--- config.mk ---
export PLATFORM = sky130hd
export DESIGN_NAME = midi_key_encoder
export DESIGN_NICKNAME = d
export VERILOG_FILES = /design/src/rtl/midi_pkg.sv /design/src/rtl/key_debounce.sv /design/src/rtl/midi_key_encoder.sv
export SDC_FILE = /design/constraint.sdc
export NUM_CORES = 1
export LEC_CHECK = 0
export ABC_AREA = 1
export CAP_MARGIN = 20
export CORE_MARGIN = 3
export CORE_UTILIZATION = 45
export DETAILED_ROUTE_END_ITERATION = 10
export GPL_TIMING_DRIVEN = 0
export HOLD_SLACK_MARGIN = 0.1
export PLACE_DENSITY = 0.7
export SLEW_MARGIN = 40
export SYNTH_ARGS = -nofsm -noshare
export SYNTH_HDL_FRONTEND = slang
export SYNTH_HIERARCHICAL = 1
export SYNTH_SLANG_ARGS = --single-unit
--- constraint.sdc ---
create_clock -name clk -period 2.3 [get_ports clk]
set_input_delay 0.575 -clock clk [delete_from_list [all_inputs] [get_ports clk]]
set_output_delay 0.575 -clock clk [all_outputs]
set_load 0.05 [all_outputs]
--- src/rtl/midi_pkg.sv ---
// Shared MIDI constants, FSM state type and priority-pick helper for midi_key_encoder.
package midi_pkg;

  localparam logic [7:0] MIDI_NOTE_ON  = 8'h90;
  localparam logic [7:0] MIDI_NOTE_OFF = 8'h80;
  localparam logic [7:0] MIDI_REL_VEL  = 8'h40;

  typedef enum logic [1:0] {IDLE, STATUS, NOTE, VEL} midi_state_e;

  // Index of the lowest set bit; callers only use it when v != 0.
  function automatic logic [2:0] lowest_set(input logic [7:0] v);
    logic [2:0] idx;
    idx = '0;
    for (int i = 7; i >= 0; i--)
      if (v[i]) idx = 3'(i);
    return idx;
  endfunction

endpackage

--- src/rtl/key_debounce.sv ---
// One key bit: 2-flop synchroniser, then a run-length debouncer that flips the
// debounced level after DEBOUNCE_CYCLES consecutive differing samples.
module key_debounce #(
  parameter int DEBOUNCE_CYCLES = 100
) (
  input  logic clk,
  input  logic rst,
  input  logic key_raw,
  output logic key_db
);

  localparam int CW = (DEBOUNCE_CYCLES > 1) ? $clog2(DEBOUNCE_CYCLES) : 1;
  localparam logic [CW-1:0] CNT_MAX = CW'(DEBOUNCE_CYCLES - 1);

  logic [1:0]    sync;
  logic [CW-1:0] cnt;

  always_ff @(posedge clk or negedge rst) begin
    if (!rst) begin
      sync   <= '0;
      cnt    <= '0;
      key_db <= 1'b0;
    end else begin
      sync <= {sync[0], key_raw};
      if (sync[1] == key_db) begin
        cnt <= '0;
      end else if (cnt == CNT_MAX) begin
        key_db <= ~key_db;
        cnt    <= '0;
      end else begin
        cnt <= cnt + 1'b1;
      end
    end
  end

endmodule

--- src/rtl/midi_key_encoder.sv ---
// Eight debounced keys -> MIDI Note On/Off byte stream over a valid/ready handshake.
// Define MIDI_RUNNING_STATUS_EN for running status (release = Note On, velocity 0).
module midi_key_encoder #(
  parameter int DEBOUNCE_CYCLES = 100,
  parameter int CHANNEL         = 0,
  parameter int BASE_NOTE       = 60,
  parameter int VELOCITY        = 100
) (
  input  logic       clk,
  input  logic       rst,
  input  logic [7:0] keys_i,
  output logic [7:0] tx_data,
  output logic       tx_valid,
  input  logic       tx_ready,
  output logic [7:0] key_state,
  output logic       busy
);
  import midi_pkg::*;

  localparam logic [7:0] CH   = {4'h0, 4'(CHANNEL)};
  localparam logic [6:0] BASE = 7'(BASE_NOTE);
  localparam logic [7:0] VON  = {1'b0, 7'(VELOCITY)};

  logic [7:0]  debounced, reported, pending;
  logic [2:0]  pick, idx;
  logic        on, hs, skip_status;
  logic [7:0]  status_byte, vel_byte, byte_nx;
  logic [6:0]  note;
  midi_state_e state, state_nx;

  for (genvar g = 0; g < 8; g++) begin : g_key
    key_debounce #(.DEBOUNCE_CYCLES(DEBOUNCE_CYCLES)) u_db (
      .clk    (clk),
      .rst    (rst),
      .key_raw(keys_i[g]),
      .key_db (debounced[g])
    );
  end

  assign pending   = debounced ^ reported;
  assign pick      = lowest_set(pending);
  assign key_state = debounced;
  assign busy      = (state != IDLE);
  assign hs        = tx_valid & tx_ready;
  assign note      = BASE + {4'h0, idx};

`ifdef MIDI_RUNNING_STATUS_EN
  logic [7:0] last_status;
  logic       last_vld;

  assign status_byte = MIDI_NOTE_ON | CH;
  assign vel_byte    = on ? VON : 8'h00;
  assign skip_status = last_vld && (last_status == status_byte);

  always_ff @(posedge clk or negedge rst) begin
    if (!rst) begin
      last_status <= '0;
      last_vld    <= 1'b0;
    end else if (state == STATUS && hs) begin
      last_status <= tx_data;
      last_vld    <= 1'b1;
    end
  end
`else
  assign status_byte = (on ? MIDI_NOTE_ON : MIDI_NOTE_OFF) | CH;
  assign vel_byte    = on ? VON : MIDI_REL_VEL;
  assign skip_status = 1'b0;
`endif

  always_comb begin
    state_nx = state;
    byte_nx  = 8'h00;
    case (state)
      IDLE:    if (|pending) state_nx = skip_status ? NOTE : STATUS;
      STATUS:  if (hs) state_nx = NOTE;
      NOTE:    if (hs) state_nx = VEL;
      VEL:     if (hs) state_nx = IDLE;
      default: state_nx = IDLE;
    endcase
    case (state_nx)
      STATUS:  byte_nx = status_byte;
      NOTE:    byte_nx = {1'b0, note};
      VEL:     byte_nx = vel_byte;
      default: byte_nx = 8'h00;
    endcase
  end

  // Output registers track the state one cycle late, so the first byte of a
  // message appears the cycle after capture and stalls simply reload the same byte.
  always_ff @(posedge clk or negedge rst) begin
    if (!rst) begin
      state    <= IDLE;
      reported <= '0;
      idx      <= '0;
      on       <= 1'b0;
      tx_valid <= 1'b0;
      tx_data  <= '0;
    end else begin
      state <= state_nx;
      if (state == IDLE && |pending) begin
        idx            <= pick;
        on             <= debounced[pick];
        reported[pick] <= debounced[pick];
      end
      tx_valid <= (state != IDLE) && (state_nx != IDLE);
      if (state != IDLE) tx_data <= byte_nx;
    end
  end

endmodule

After elaboration in Yosys (flattened, before gate mapping)
Cells that the tools add are included.
{"block": "word_totals", "reg_bits": 103, "inputBits": 11, "output_inout_bits": 18, "wordCells": 133}
{"block": "op_classes", "add_sub_neg": 9, "magnitude_cmp": 2, "n_eq_ne": 22, "mux": 37, "bitwise_logic": 18, "reduce_logical": 15}
{"operator": "$mux W7", "count": 16}
{"operator": "$add A7 B1 Y7 const B", "count": 8}
{"operator": "$eq A7 B7 Y1 const B", "count": 8}
{"operator": "$mux W3", "count": 8}
{"operator": "$pmux W8 S3", "count": 1}
{"operator": "$not A1 Y1", "count": 16}
{"operator": "$reduce_and A2 Y1", "count": 8}
{"operator": "$bwmux W8", "count": 1}
{"operator": "$eq A1 B1 Y1", "count": 8}
{"operator": "$eq A2 B2 Y1 const B", "count": 4}
{"operator": "$mux W2", "count": 4}
{"operator": "$pmux W2 S4", "count": 1}
{"operator": "$reduce_or A8 Y1", "count": 1}
{"operator": "$xor A8 B8 Y8", "count": 1}
{"operator": "$add A6 B3 Y7 const A", "count": 1}
{"operator": "$mux W6", "count": 1}
{"operator": "$mux W5", "count": 1}
{"operator": "$eq A2 B1 Y1 const B", "count": 2}
{"operator": "$lt A3 B4 Y1 const B", "count": 1}
{"operator": "$reduce_bool A2 Y1", "count": 2}
{"operator": "$bmux W1 S3", "count": 1}
{"operator": "$demux W1 S3", "count": 1}
{"operator": "$ge A3 B1 Y1 const B", "count": 1}
{"operator": "$logic_and A1 B1 Y1", "count": 3}
{"operator": "3 further kinds", "count": 4}

Depth between registers and ports, before layout
{"block": "logic_depth", "word_depth": 14, "ltp_mapped": 16, "ltp_nobuf": 15}

By module
Netlist, hierarchy kept.
{"mod": "key_debounce", "instances": 8, "cells_per_inst": 44, "area_each_um2": 446.7, "seq_area_each_um2": 250.2}
{"mod": "midi_key_encoder", "instances": 1, "cells_per_inst": 171, "area_each_um2": 1333.8, "seq_area_each_um2": 550.5}

Worst setup path before layout
No wires, ideal clock.
{"block": "synth_path", "path_kind": "register to register", "start": "reg g_key[6].u_db.key_db", "end": "reg on", "setup_time_ns": 0.120, "t_arrival_ns": 1.881, "required_time_ns": 2.180, "path_slack_ns": 0.299, "stages_incl_launch_ff": 17, "path_buffers": 1, "synth_period_minus_slack_ns": 2.001, "path_cell_list": "dfrtp_1 inv_1 nand2_1 nand2_1 nand2_1 nand2_1 nand2_1 nand2_1 nand2_1 nand2_1 nand2_2 buf_6 nand2_1 nand3_2 nand2_4 o21ai_1 nand2_1"}
{"block": "synth_between", "elab_chain_len": 10, "word_cells_on_any_way": 12, "classes_between": "mux: 9; bitwise: 1; reduce/logical: 2"}
{"element": "start, declared", "line": "key_debounce.sv:9", "rtl": "output logic key_db"}
{"element": "start signal, assigned", "line": "key_debounce.sv:28", "rtl": "key_db <= ~key_db;"}
{"element": "$xor A8 B8 Y8", "line": "midi_key_encoder.sv:40", "rtl": "assign pending = debounced ^ reported;"}
{"element": "$mux W3 (7 in a row)", "line": "midi_pkg.sv:15", "rtl": "if (v[i]) idx = 3'(i);"}
{"element": "$bmux W1 S3", "line": "midi_key_encoder.sv:102", "rtl": "on <= debounced[pick];"}
{"element": "$mux W1 (not written as such)", "line": "midi_key_encoder.sv:102"}
{"element": "end signal, assigned", "line": "midi_key_encoder.sv:102"}
{"element": "end, declared", "line": "midi_key_encoder.sv:26", "rtl": "logic on, hs, skip_status;"}
Several ways; a longest one is shown, not always the timed one. The select of a mux whose other input is x is not followed.
A chain may end at the register's enable or synchronous reset.

Worst setup path after layout
{"block": "layout_path", "start": "reg tx_data[5]", "end": "out tx_data[5]"}
{"element": "start, declared", "line": "midi_key_encoder.sv:12", "rtl": "output logic [7:0] tx_data,"}
{"element": "start signal, assigned", "line": "midi_key_encoder.sv:106", "rtl": "if (state != IDLE) tx_data <= byte_nx;"}
No word-level cell between the ends.

==> metrics <==
outcome=complete, no violations; GP Congestion=0.877; Place WS=0.0664 ns; global routing usage summed across all routing layers=0.145; total overflow reported by the global router=0; GR Layer Usage met1=0.181; starting density of the core=0.469; detailed-route wire length per cell=11.7 um; nets in the synthesized netlist=542; total power after layout=0.00395 W; crit-path leading delay family=buffers and inverters; number of global-route vias before repair=3366; reported leakage power=2.66 nW; post-layout net count=583; Layout Skew=0.00936 ns; area delta synth->final=14.4%; highest-utilization routing layer at the global route stage=met2; TritonCTS clock tree=yes; arrival time of the worst setup path=1.65 ns; number of clock sinks seen by CTS=102; final number of setup-violating endpoints=0; max-slew violations=0; RSZ-0062 raised after global routing=no; Critical Path Sink Type=primary output; ratio of final minimum period to clock period=0.966; mean number of vias per cell=4.80; TritonCTS buffer count=9; required time of the critical path=1.73 ns; delay of the slowest critical-path stage=0.78 ns; max frequency=450 MHz; Placement Cell Area=0.00539 mm^2; actual slew at the worst max-slew pin=0.504 ns; max-cap violation count=0; number of cells produced by synthesis=523; Setup CP Type=reg -> out; fin worst setup slack=0.0790 ns; share of synthesized area occupied by flip-flops and latches=0.520; Ports=29; Root Buffer=sky130_fd_sc_hd__clkbuf_8; final setup TNS=0 ns; Yosys reg bits=102; Die Footprint=0.0122 mm^2; Final Hold Violating Endpoints=0; Power Dens Cells=703 mW/mm^2; count of unique library cells instantiated by Yosys=32; Final Routed Wirelength=8220 um; antenna diode instance count=0; Crit-path slowest cell=sky130_fd_sc_hd__clkdlybuf4s50_1; total non-filler cell area in the finished layout=0.00561 mm^2; Cell Count, Final, Fillers Out=705; Worst IR Drop VDD=0.416 mV; overall die width=110 um; number of buffers on the longest clock path=2; kind of start point of the critical path=register; H-tree levels=3; clock latency on the worst-skew pair=0.37 ns; 1st-iter DRT viols=197; worst min-delay path class=reg -> reg; Filler Cells Inserted=939; Std-Cell Rows=37; largest fanout of any net on the critical path=3; die span in y=110 um; routing usage on met2=0.242; Std-Cell Core Area=0.0105 mm^2; Post-Synthesis Cell Area=0.00491 mm^2; wire length of the first global-routing pass=14900 um; series of cell instances along the critical path=buf_4 -> clkdlybuf4s50_1; worst path bufs/invs=2; average instance area after synthesis=9.38 um^2; maximum number of pins on one net before global-route repair=67; layout cell share with drive strength beyond 1=0.162; HPWL reported at the end of detailed placement=5950 um; antenna-violating nets left=0; met3 global-route usage=0.0510; count of vias placed by the detailed router=3384; top library cells by usage in the layout, fill and taps aside=sky130_fd_sc_hd__dfrtp_1, sky130_fd_sc_hd__nand2_1, sky130_fd_sc_hd__nor2_1, sky130_fd_sc_hd__inv_1, sky130_fd_sc_hd__nand3_1; length of the first detailed-routing pass in iterations=5; port buffer count=28; top area cells in the synthesized netlist=sky130_fd_sc_hd__dfrtp_1, sky130_fd_sc_hd__nand2_1, sky130_fd_sc_hd__nor2_1, sky130_fd_sc_hd__nand3_2, sky130_fd_sc_hd__nand3_1; minimum period implied by the final worst setup slack=2.22 ns; cell count after placement=688; antenna violations before repair=0; # DRC=0; worst rel slew slack=0.663; leading cell type in the layout, fill and taps excluded=sky130_fd_sc_hd__dfrtp_1; area share of the largest cell type after synthesis=0.520; register clock-pin slew on the reported worst setup and hold paths=0.09 ns; post-synth top area cell=sky130_fd_sc_hd__dfrtp_1; Yosys Warn Count=6
[power breakdown]
group / total [W] / leakage [nW] / switching (W) / internal (W)
registers: 0.00201 / 1.35 / 0.0000996 / 0.00191
clock network: 0.00120 / 0.0998 / 0.000588 / 0.000615
logic: 0.000734 / 1.20 / 0.000500 / 0.000234
[stage by stage]
stage | hold slack [ns] | utilization
6_report | 0.354 | 0.536
5_1_grt | 0.366 | 0.536
3_5_place_dp | 0.335 | 0.515
4_1_cts | 0.358 | 0.536
2_1_floorplan | 0.279 | -
3_3_place_gp | 0.332 | 0.512
[final cells by class]
type / count / area (um^2) / area share
plain buffers: 2 / 18.8 / 0.00334
clock buffers: 11 / 131 / 0.0234
clock inverters: 5 / 83.8 / 0.0149
inverters: 62 / 235 / 0.0419
multi-input cells: 357 / 2110 / 0.375
flip-flops and latches: 102 / 2550 / 0.455
well taps: 136 / 170 / 0.0303
repair buffers: 30 / 315 / 0.0562
[cell usage after synthesis]
master,instances
sky130_fd_sc_hd__nand2_1,96
sky130_fd_sc_hd__nand3_2,19
sky130_fd_sc_hd__o21ai_0,6
sky130_fd_sc_hd__o21ai_1,25
sky130_fd_sc_hd__xor2_1,17
sky130_fd_sc_hd__a21oi_1,9
sky130_fd_sc_hd__nand2_4,3
sky130_fd_sc_hd__a21oi_2,8
sky130_fd_sc_hd__and2_1,8
sky130_fd_sc_hd__nor2_2,12
sky130_fd_sc_hd__nand3_1,37
sky130_fd_sc_hd__inv_2,4
sky130_fd_sc_hd__nor3_2,2
sky130_fd_sc_hd__buf_4,1
sky130_fd_sc_hd__ha_1,8
sky130_fd_sc_hd__buf_6,1
sky130_fd_sc_hd__xnor2_1,13
sky130_fd_sc_hd__clkinv_1,10
sky130_fd_sc_hd__inv_1,47
sky130_fd_sc_hd__nor4_2,1
sky130_fd_sc_hd__dfrtp_1,102
sky130_fd_sc_hd__xnor2_2,1
sky130_fd_sc_hd__a21oi_4,1
sky130_fd_sc_hd__inv_4,1
sky130_fd_sc_hd__nor2_1,66
sky130_fd_sc_hd__a22o_1,1
sky130_fd_sc_hd__nand3b_1,2
sky130_fd_sc_hd__nand2_2,11
sky130_fd_sc_hd__nor2_4,1
sky130_fd_sc_hd__nor2_8,1
sky130_fd_sc_hd__xor2_2,8
sky130_fd_sc_hd__nand4_1,1
[sequential cells by signal (all words and copies together), names as in the netlist]
register	cells
g_key.u_db/cnt	56
g_key.u_db/key_db	8
g_key.u_db/sync	16
idx	3
on	1
reported	8
state	2
tx_data	7
tx_valid	1
[what timing repair did]
action	4_1_cts	5_1_grt
pin swaps	0	0
resized for setup	8	4
setup endpoints to repair	7	3
hold endpoints to repair	36	0
setup buffers	0	0
hold buffers	1	0
[per-layer routing]
metal  up-vias  routed length [um]
met5         -                   0
met3         7                 317
met2        37                3990
li1       1730                   -
met1      1610                3830
met4         0                  76
[cell families (layout without fill, tap and decap cells)]
kind of cell,after synthesis,count (layout),share of synthesized area
AND/OR/NAND/NOR,260,260,0.264
flip-flops,102,102,0.520
buffers and inverters,64,110,0.0518
AO/OA/AOI/OAI,50,50,0.0602
XOR/XNOR,39,39,0.0834
adder cells (fa/ha/maj),8,8,0.0204
[path summary, 6_finish.rpt]
path | start | end | slack, ns | cells past startpoint
max | tx_data[5]$_DFFE_PN0P_ | tx_data[5] | 0.08 | 2
min | g_key[1].u_db/sync[0]$_DFF_PN0_ | g_key[1].u_db/sync[1]$_DFF_PN0_ | 0.35 | 0
max reg2reg | g_key[5].u_db/key_db$_DFFE_PN0P_ | reported[3]$_DFFE_PN0P_ | 0.29 | 13
min reg2reg | g_key[1].u_db/sync[0]$_DFF_PN0_ | g_key[1].u_db/sync[1]$_DFF_PN0_ | 0.35 | 0
max in group asynchronous | rst | g_key[0].u_db/cnt[0]$_DFF_PN0_ | 1.02 | 3
min in group asynchronous | rst | g_key[6].u_db/cnt[5]$_DFF_PN0_ | 0.67 | 2
Note: power is estimated with default switching activity, not from simulation.
